--- config.mk ---
export PLATFORM = sky130hd
export DESIGN_NAME = interrupt_ack_sequencer
export DESIGN_NICKNAME = d
export VERILOG_FILES = /design/src/rtl/interrupt_ack_sequencer.sv
export SDC_FILE = /design/constraint.sdc
export NUM_CORES = 1
export LEC_CHECK = 0
export BUFFER_PORTS_ARGS = -buffer_cell sky130_fd_sc_hd__buf_4
export CORE_MARGIN = 2
export CORE_UTILIZATION = 53
export DETAILED_ROUTE_END_ITERATION = 8
export GPL_TIMING_DRIVEN = 0
export PLACE_DENSITY_LB_ADDON = 0.05
export REMOVE_ABC_BUFFERS = 1
export SYNTH_ARGS = -nofsm -noshare
export SYNTH_HDL_FRONTEND = slang
export SYNTH_SLANG_ARGS = --single-unit
--- constraint.sdc ---
create_clock -name clk -period 2.7 [get_ports clk]
set_input_delay 0.135 -clock clk [delete_from_list [all_inputs] [get_ports clk]]
set_output_delay 0.135 -clock clk [all_outputs]
set_load 0.05 [all_outputs]
--- src/rtl/interrupt_ack_sequencer.sv ---
// Interrupt acknowledge sequencer: drives INT to the CPU and walks the
// two-pulse INTA handshake. It also maintains the in-service register and
// presents the vector byte during the second acknowledge.
module interrupt_ack_sequencer (
    input  logic       clk,
    input  logic       rst,
    input  logic       INTA_n,
    input  logic       intReq,
    input  logic [2:0] interruptLocation,
    input  logic [4:0] vectorBase,
    input  logic       autoEOI,
    input  logic       eoiCmd,
    input  logic       SPEN,
    input  logic       mPermissionToWrite,
    input  logic       sPermissionToWrite,
    output logic       INT,
    output logic [7:0] dataOut,
    output logic       dataOutEn,
    output logic [7:0] ISR,
    output logic       freezeIRR,
    output logic       ackDone
);

    typedef enum logic [2:0] {IDLE, REQ, ACK1, GAP, ACK2} state_t;

    state_t     state_q, state_d;
    logic       inta_prev_q;
    logic [2:0] level_q, level_d;
    logic       spurious_q, spurious_d;
    logic [7:0] isr_q, isr_d;
    logic [7:0] dout_q, dout_d;
    logic       isr_set, aeoi_clr;
    logic       inta_fall, inta_rise;

    // Edges are taken against the previous-cycle INTA_n sample
    assign inta_fall = inta_prev_q & ~INTA_n;
    assign inta_rise = ~inta_prev_q & INTA_n;

    // Sequencer next-state, level/spurious capture and vector latch
    always_comb begin
        state_d    = state_q;
        level_d    = level_q;
        spurious_d = spurious_q;
        dout_d     = dout_q;
        isr_set    = 1'b0;
        aeoi_clr   = 1'b0;
        ackDone    = 1'b0;
        case (state_q)
            IDLE: if (intReq) state_d = REQ;
            REQ: begin
                if (inta_fall) begin
                    state_d = ACK1;
                    if (intReq) begin
                        level_d    = interruptLocation;
                        spurious_d = 1'b0;
                        isr_set    = 1'b1;
                    end else begin
                        // Request vanished before the acknowledge: answer
                        // with level 7 and leave ISR untouched
                        level_d    = 3'd7;
                        spurious_d = 1'b1;
                    end
                end
            end
            ACK1: if (inta_rise) state_d = GAP;
            GAP: begin
                if (inta_fall) begin
                    state_d = ACK2;
                    dout_d  = {vectorBase, level_q};
                end
            end
            ACK2: begin
                if (inta_rise) begin
                    state_d  = IDLE;
                    ackDone  = 1'b1;
                    aeoi_clr = autoEOI & ~spurious_q;
                end
            end
            default: state_d = IDLE;
        endcase
    end

    // ISR update: EOI clears the lowest set bit of the old value, then the
    // AEOI clear and the new in-service set are layered on top
    always_comb begin
        isr_d = eoiCmd ? (isr_q & (isr_q - 8'd1)) : isr_q;
        if (aeoi_clr) isr_d[level_q] = 1'b0;
        if (isr_set)  isr_d[level_d] = 1'b1;
    end

    // State and datapath registers
    always_ff @(posedge clk or posedge rst) begin
        if (rst) begin
            state_q     <= IDLE;
            inta_prev_q <= 1'b1;
            level_q     <= 3'd0;
            spurious_q  <= 1'b0;
            isr_q       <= 8'h00;
            dout_q      <= 8'h00;
        end else begin
            state_q     <= state_d;
            inta_prev_q <= INTA_n;
            level_q     <= level_d;
            spurious_q  <= spurious_d;
            isr_q       <= isr_d;
            dout_q      <= dout_d;
        end
    end

    assign INT       = (state_q == REQ);
    assign freezeIRR = (state_q == ACK1) || (state_q == GAP) || (state_q == ACK2);
    assign dataOutEn = (state_q == ACK2) &&
                       ((SPEN & mPermissionToWrite) | (~SPEN & sPermissionToWrite));
    assign dataOut   = dout_q;
    assign ISR       = isr_q;

endmodule

== Word level (Yosys, flattened, before mapping) ==
Cells that the tools add are included.
W data, S select, Z words.

* Register bits: 24
* Input bits: 17
* Output and inout bits: 20
* Word-level logic and storage cells: 67

* Add/subtract/negate cells: 1
* Magnitude comparators: 4
* Equality and inequality tests: 9
* Multiplexer cells: 24
* Bitwise logic cells: 14
* Reductions and logical operators: 9

{| class="wikitable"
|+ Operators by type and width
! cell !! number
|-
| $mux W3 || 8
|-
| $mux W8 || 3
|-
| $and A8 B8 Y8 || 2
|-
| $pmux W3 S5 || 1
|-
| $mux W1 || 10
|-
| $lt A3 B4 Y1 const B || 2
|-
| $ne A2 B2 Y1 const B || 4
|-
| $not A8 Y8 || 1
|-
| $or A8 B8 Y8 || 1
|-
| $sub A8 B1 Y8 const B || 1
|-
| $demux W1 S3 || 2
|-
| $eq A3 B2 Y1 const B || 2
|-
| $ge A3 B1 Y1 const B || 2
|-
| $and A1 B1 Y1 || 5
|-
| $reduce_and A5 Y1 || 1
|-
| $not A1 Y1 || 4
|-
| $reduce_and A2 Y1 || 2
|-
| $eq A3 B1 Y1 const B || 1
|-
| $eq A3 B3 Y1 const B || 1
|-
| $logic_and A1 B1 Y1 || 3
|-
| $logic_not A3 Y1 || 1
|-
| $logic_or A1 B1 Y1 || 2
|-
| $ne A2 B1 Y1 const B || 1
|-
| $or A1 B1 Y1 || 1
|}

== Longest topological paths before layout ==
* Depth in word-level cells: 10
* Depth in mapped cells: 5
* Mapped depth without buffers: 3

== Least setup slack after synthesis ==
Ideal clock, no wire load.

* Path kind: register to register
* From: reg isr_q[2] (netlist: ISR[2])
* To: reg isr_q[6] (netlist: ISR[6])
* Setup time: 0.122 ns
* Arrival: 1.810 ns
* Required time: 2.578 ns
* Path slack: 0.769 ns
* Cell stages (with the launch flop): 4
* Path buffers: 0
* Clock period less this slack: 1.931 ns
* Cell sequence: dfrtp_1 > or4b_4 > or4_1 > a32o_1

* Word-level cells in the longest chain between the ends: 7

{| class="wikitable"
|+ Ends and longest elaborated chain
! what !! line !! RTL
|-
| start, declared || 30 || <nowiki>logic [7:0] isr_q, isr_d;</nowiki>
|-
| start signal, assigned || 105 || <nowiki>isr_q <= isr_d;</nowiki>
|-
| $sub A8 B1 Y8 (*) || 86 || <nowiki>isr_d = eoiCmd ? (isr_q & (isr_q - 8'd1)) : isr_q;</nowiki>
|-
| $and A8 B8 Y8 (*) || 86 ||
|-
| $mux W8 (*) || 86 ||
|-
| $and A8 B8 Y8 (no line) || -- ||
|-
| $mux W8 (*) || 87 || <nowiki>if (aeoi_clr) isr_d[level_q] = 1'b0;</nowiki>
|-
| $or A8 B8 Y8 (no line) || -- ||
|-
| $mux W8 (*) || 88 || <nowiki>if (isr_set) isr_d[level_d] = 1'b1;</nowiki>
|-
| named net isr_d[6] || 30 ||
|}

Mark *: on every way through the listed nets, which the timed path passes. The rest lies on a longest branch.
A chain may end at the register's enable or synchronous reset.

== Final worst setup path ==
* From: reg state_q[1]
* To: out ackDone

* Word-level cells in the longest chain between the ends: 2

{| class="wikitable"
|+ Ends and longest elaborated chain
! what !! line !! RTL
|-
| start, declared || 26 || <nowiki>state_t state_q, state_d;</nowiki>
|-
| start signal, assigned || 101 || <nowiki>state_q <= state_d;</nowiki>
|-
| $eq A3 B3 Y1 || 48 || <nowiki>case (state_q)</nowiki>
|-
| $mux W1 || 48 ||
|-
| end, declared || 21 || <nowiki>output logic ackDone</nowiki>
|}

Every way passes these cells.

==> impl_metrics.csv <==
group,metric,value,unit
setup_path,reg2reg_from,"state_q[1]",
drt,drtIter0Drc,16,
drt,via_per_inst,5.657,
setup_path,r2r_setup_slack,0.60,ns
synth,ys.flop_type,"dfrtp_1",
global_route,grt_pass1_wl,4429,µm
setup_path,crit_family,"simple AND/OR/NAND/NOR gates",
drt,drc,0,
global_route,grt_max_degree,25,
pwr,ir_drop,741.1,µV
floorplanning,ios,37,
synth,synth_top_area_share,49.84,%
setup_path,end_kind,"primary output",
synth,netlist_instances,102,
cts,h-tree-depth,1,
synth,synth_area,0.001155,mm²
outcome,failed_checks,"hold timing",
place,dpl-instance-area,0.001444,mm²
worst_hold_path,hp-class,"primary input to asynchronous set/reset pin",
floorplanning,core,0.002002,mm²
floorplanning,die_h,50.68,µm
setup_path,worstPathCellList,"nor4bb_1 -> nor2b_1 -> buf_4",
setup_path,crit_path_start,"state_q[1]",
global_route,track_usage,22.83,%
timing,relSlewSlack,21.71,%
cts,clk_transition_reported_paths,0.14,ns
drt,final_antenna_net_count,0,
pwr,cellPowerDensity,978.3,mW/mm²
synth,async_flop_share,100.0,%
layout,syn_to_final_growth,29.04,%
floorplanning,row_count,16,
synth,synth_area_leader_cell,"dfrtp_1",
timing,min_period_over_period,88.44,%
cts,ctsLongestPathBuffers,2,
synth,yosysUniqueCellTypes,32,
layout,fin_area,0.001490,mm²
layout,nets,157,
place,port_buffers,36,
cts,clockRootBuffer,"clkbuf_4",
synth,yosysMostFrequentCell,"dfrtp_1",
synth,synth_common_cells,"dfrtp_1, mux2_2, nor2_1, a32o_1, nand2b_1",
setup_path,cp-start-kind,"flop",
floorplanning,chipWidth,50.68,µm
place,place.gp.congestion,0.8768,
timing,fin_tns_setup,0,ns
drt,wire_per_inst,14.82,µm
synth,yosys-top-cells-area,"dfrtp_1, mux2_2, a32o_1, nand2b_1, nor2_1",
synth,yosysWarnings,0,
place,hpwl,1867,µm
setup_path,crit_arrival,2.25,ns
cts,insertion_delay,0.32,ns
global_route,grt.overflow.total,0,
global_route,antenna_found_initial,0,
timing,skew,0.008689,ns
synth,syn_avg_cell_area,11.32,µm²
pwr,p_leak,0.6956,nW
layout,drive_gt1_share,39.57,%
setup_path,critical_path_class,"flop to primary output",
timing,slew_viol_final,0,
setup_path,crit_path_max_fanout,9,
setup_path,path_buf_inv,1,
timing,hold_viol,23,
synth,ys_seq_area_share,52.11,%
setup_path,crit_slowest_cell,"nor4bb_1",
timing,fin_hold_ws,-0.01697,ns
floorplanning,die_area,0.002568,mm²
layout,n_antenna_cell,0,
synth,synth_edf_count,0,
setup_path,cpPeakStageDelay,1.01,ns
drt,vias,939,
timing,tightest_slew,1.159,ns
drt,drt_first_pass_iters,4,
timing,rsz0062_at_grt,"no",
cts,tritoncts,"done",
timing,fmax,0.4188,GHz
cts,numCtsBuffers,3,
setup_path,critical_path_required,2.57,ns
cts,numClockSinks,24,
timing,finalSetupViolCount,0,
flow_run,maxCapViolCount,0,
timing,period_needed,2.388,ns
synth,ys_ff_latch,24,
outcome,outcome,"finished, violations left",
floorplanning,start_util,57.69,%
drt,finalWirelength,2460,µm
global_route,grt_pass1_vias,976,
==> through the flow <==
step / setup WS [ns] / hold WS, ns / std cells / power [mW] / utilization [%]
4_1_cts: 0.3316 / 0.01373 / 166 / 1.467 / 74.44
3_5_place_dp: 0.6434 / 0.2843 / 161 / 1.272 / 72.13
6_report: 0.3122 / -0.01697 / 166 / 1.458 / 74.44
3_3_place_gp: 0.7032 / 0.2760 / 161 / 1.248 / 72.13
5_1_grt: 0.1661 / 0.02775 / 166 / 1.539 / 74.44
2_1_floorplan: 0.5990 / 0.1395 / 98 / 1.057 / -
==> kinds of logic (layout without fill, tap and decap cells) <==
logic type / count (synthesis) / in the layout / share of synthesized area [%]
buffers and inverters: 8 / 45 / 2.599
flip-flops: 24 / 24 / 52.11
XOR/XNOR: 1 / 1 / 0.7585
multiplexers: 13 / 13 / 12.46
AO/OA/AOI/OAI: 14 / 14 / 9.644
AND/OR/NAND/NOR: 42 / 42 / 22.43
==> worst paths after layout <==
path	depth (start not counted)	end
min in group clk	2	spurious_q
max in group asynchronous	2	ISR[0]
min reg2reg	1	dataOut[3]
max	3	ackDone
max reg2reg	3	ISR[5]
min	2	dataOut[6]
==> flip-flops by register name (all words and copies together) (netlist names) <==
register / count
dataOut: 8
state_q: 3
spurious_q: 1
level_q: 3
inta_prev_q: 1
ISR: 8
==> cell type report <==
type	count	area, µm²
well taps	27	33.78
multi-input cells	70	523.0
fillers	155	511.7
clock buffers	4	36.28
inverters	4	15.01
flip-flops and latches	24	601.8
repair buffers	37	280.3
==> layout by cell type (no fill, tap or decap), types with 2 or more instances in the layout <==
master | synthesis | routed
a21oi_1 | 2 | 2
a32o_1 | 6 | 6
buf_4 | 0 | 36
clkbuf_4 | 0 | 3
dfrtp_1 | 23 | 23
inv_1 | 4 | 4
mux2_2 | 11 | 11
mux2i_1 | 2 | 2
nand2_1 | 4 | 4
nand2b_1 | 5 | 5
nand3_1 | 3 | 3
nand4_1 | 2 | 2
nor2_1 | 8 | 8
nor2b_1 | 3 | 3
nor4_1 | 2 | 2
nor4b_1 | 2 | 2
nor4bb_1 | 2 | 2
o21ai_0 | 2 | 2
o2bb2ai_1 | 2 | 2
or3_1 | 2 | 2
==> layer usage <==
layer,wire length [µm],vias to the layer above,GRT usage [%]
met5,0,-,0
met4,34,0,6.306
met3,101,4,4.167
met2,1230,29,39.25
met1,1094,456,29.49
li1,-,450,-
==> what timing repair did <==
| action | 4_1_cts | 5_1_grt |
|---|---|---|
| buffers inserted | 0 | 0 |
| endpoints found under the hold margin | 1 | 0 |
| hold buffers | 1 | 0 |
| gates resized for setup | 0 | 0 |
==> where the power goes <==
group / total [mW] / internal [mW] / switching (mW)
logic: 0.681 / 0.249 / 0.432
registers: 0.583 / 0.471 / 0.112
clock network: 0.194 / 0.0825 / 0.111
==> worst register-to-register path, delay by kind of cell, from the launching register on <==
family	cells	cell delay (ns)
compound gates	1	0.31
flops	1	0.50
simple gates	2	1.20
Note: power is estimated with default switching activity, not from simulation.
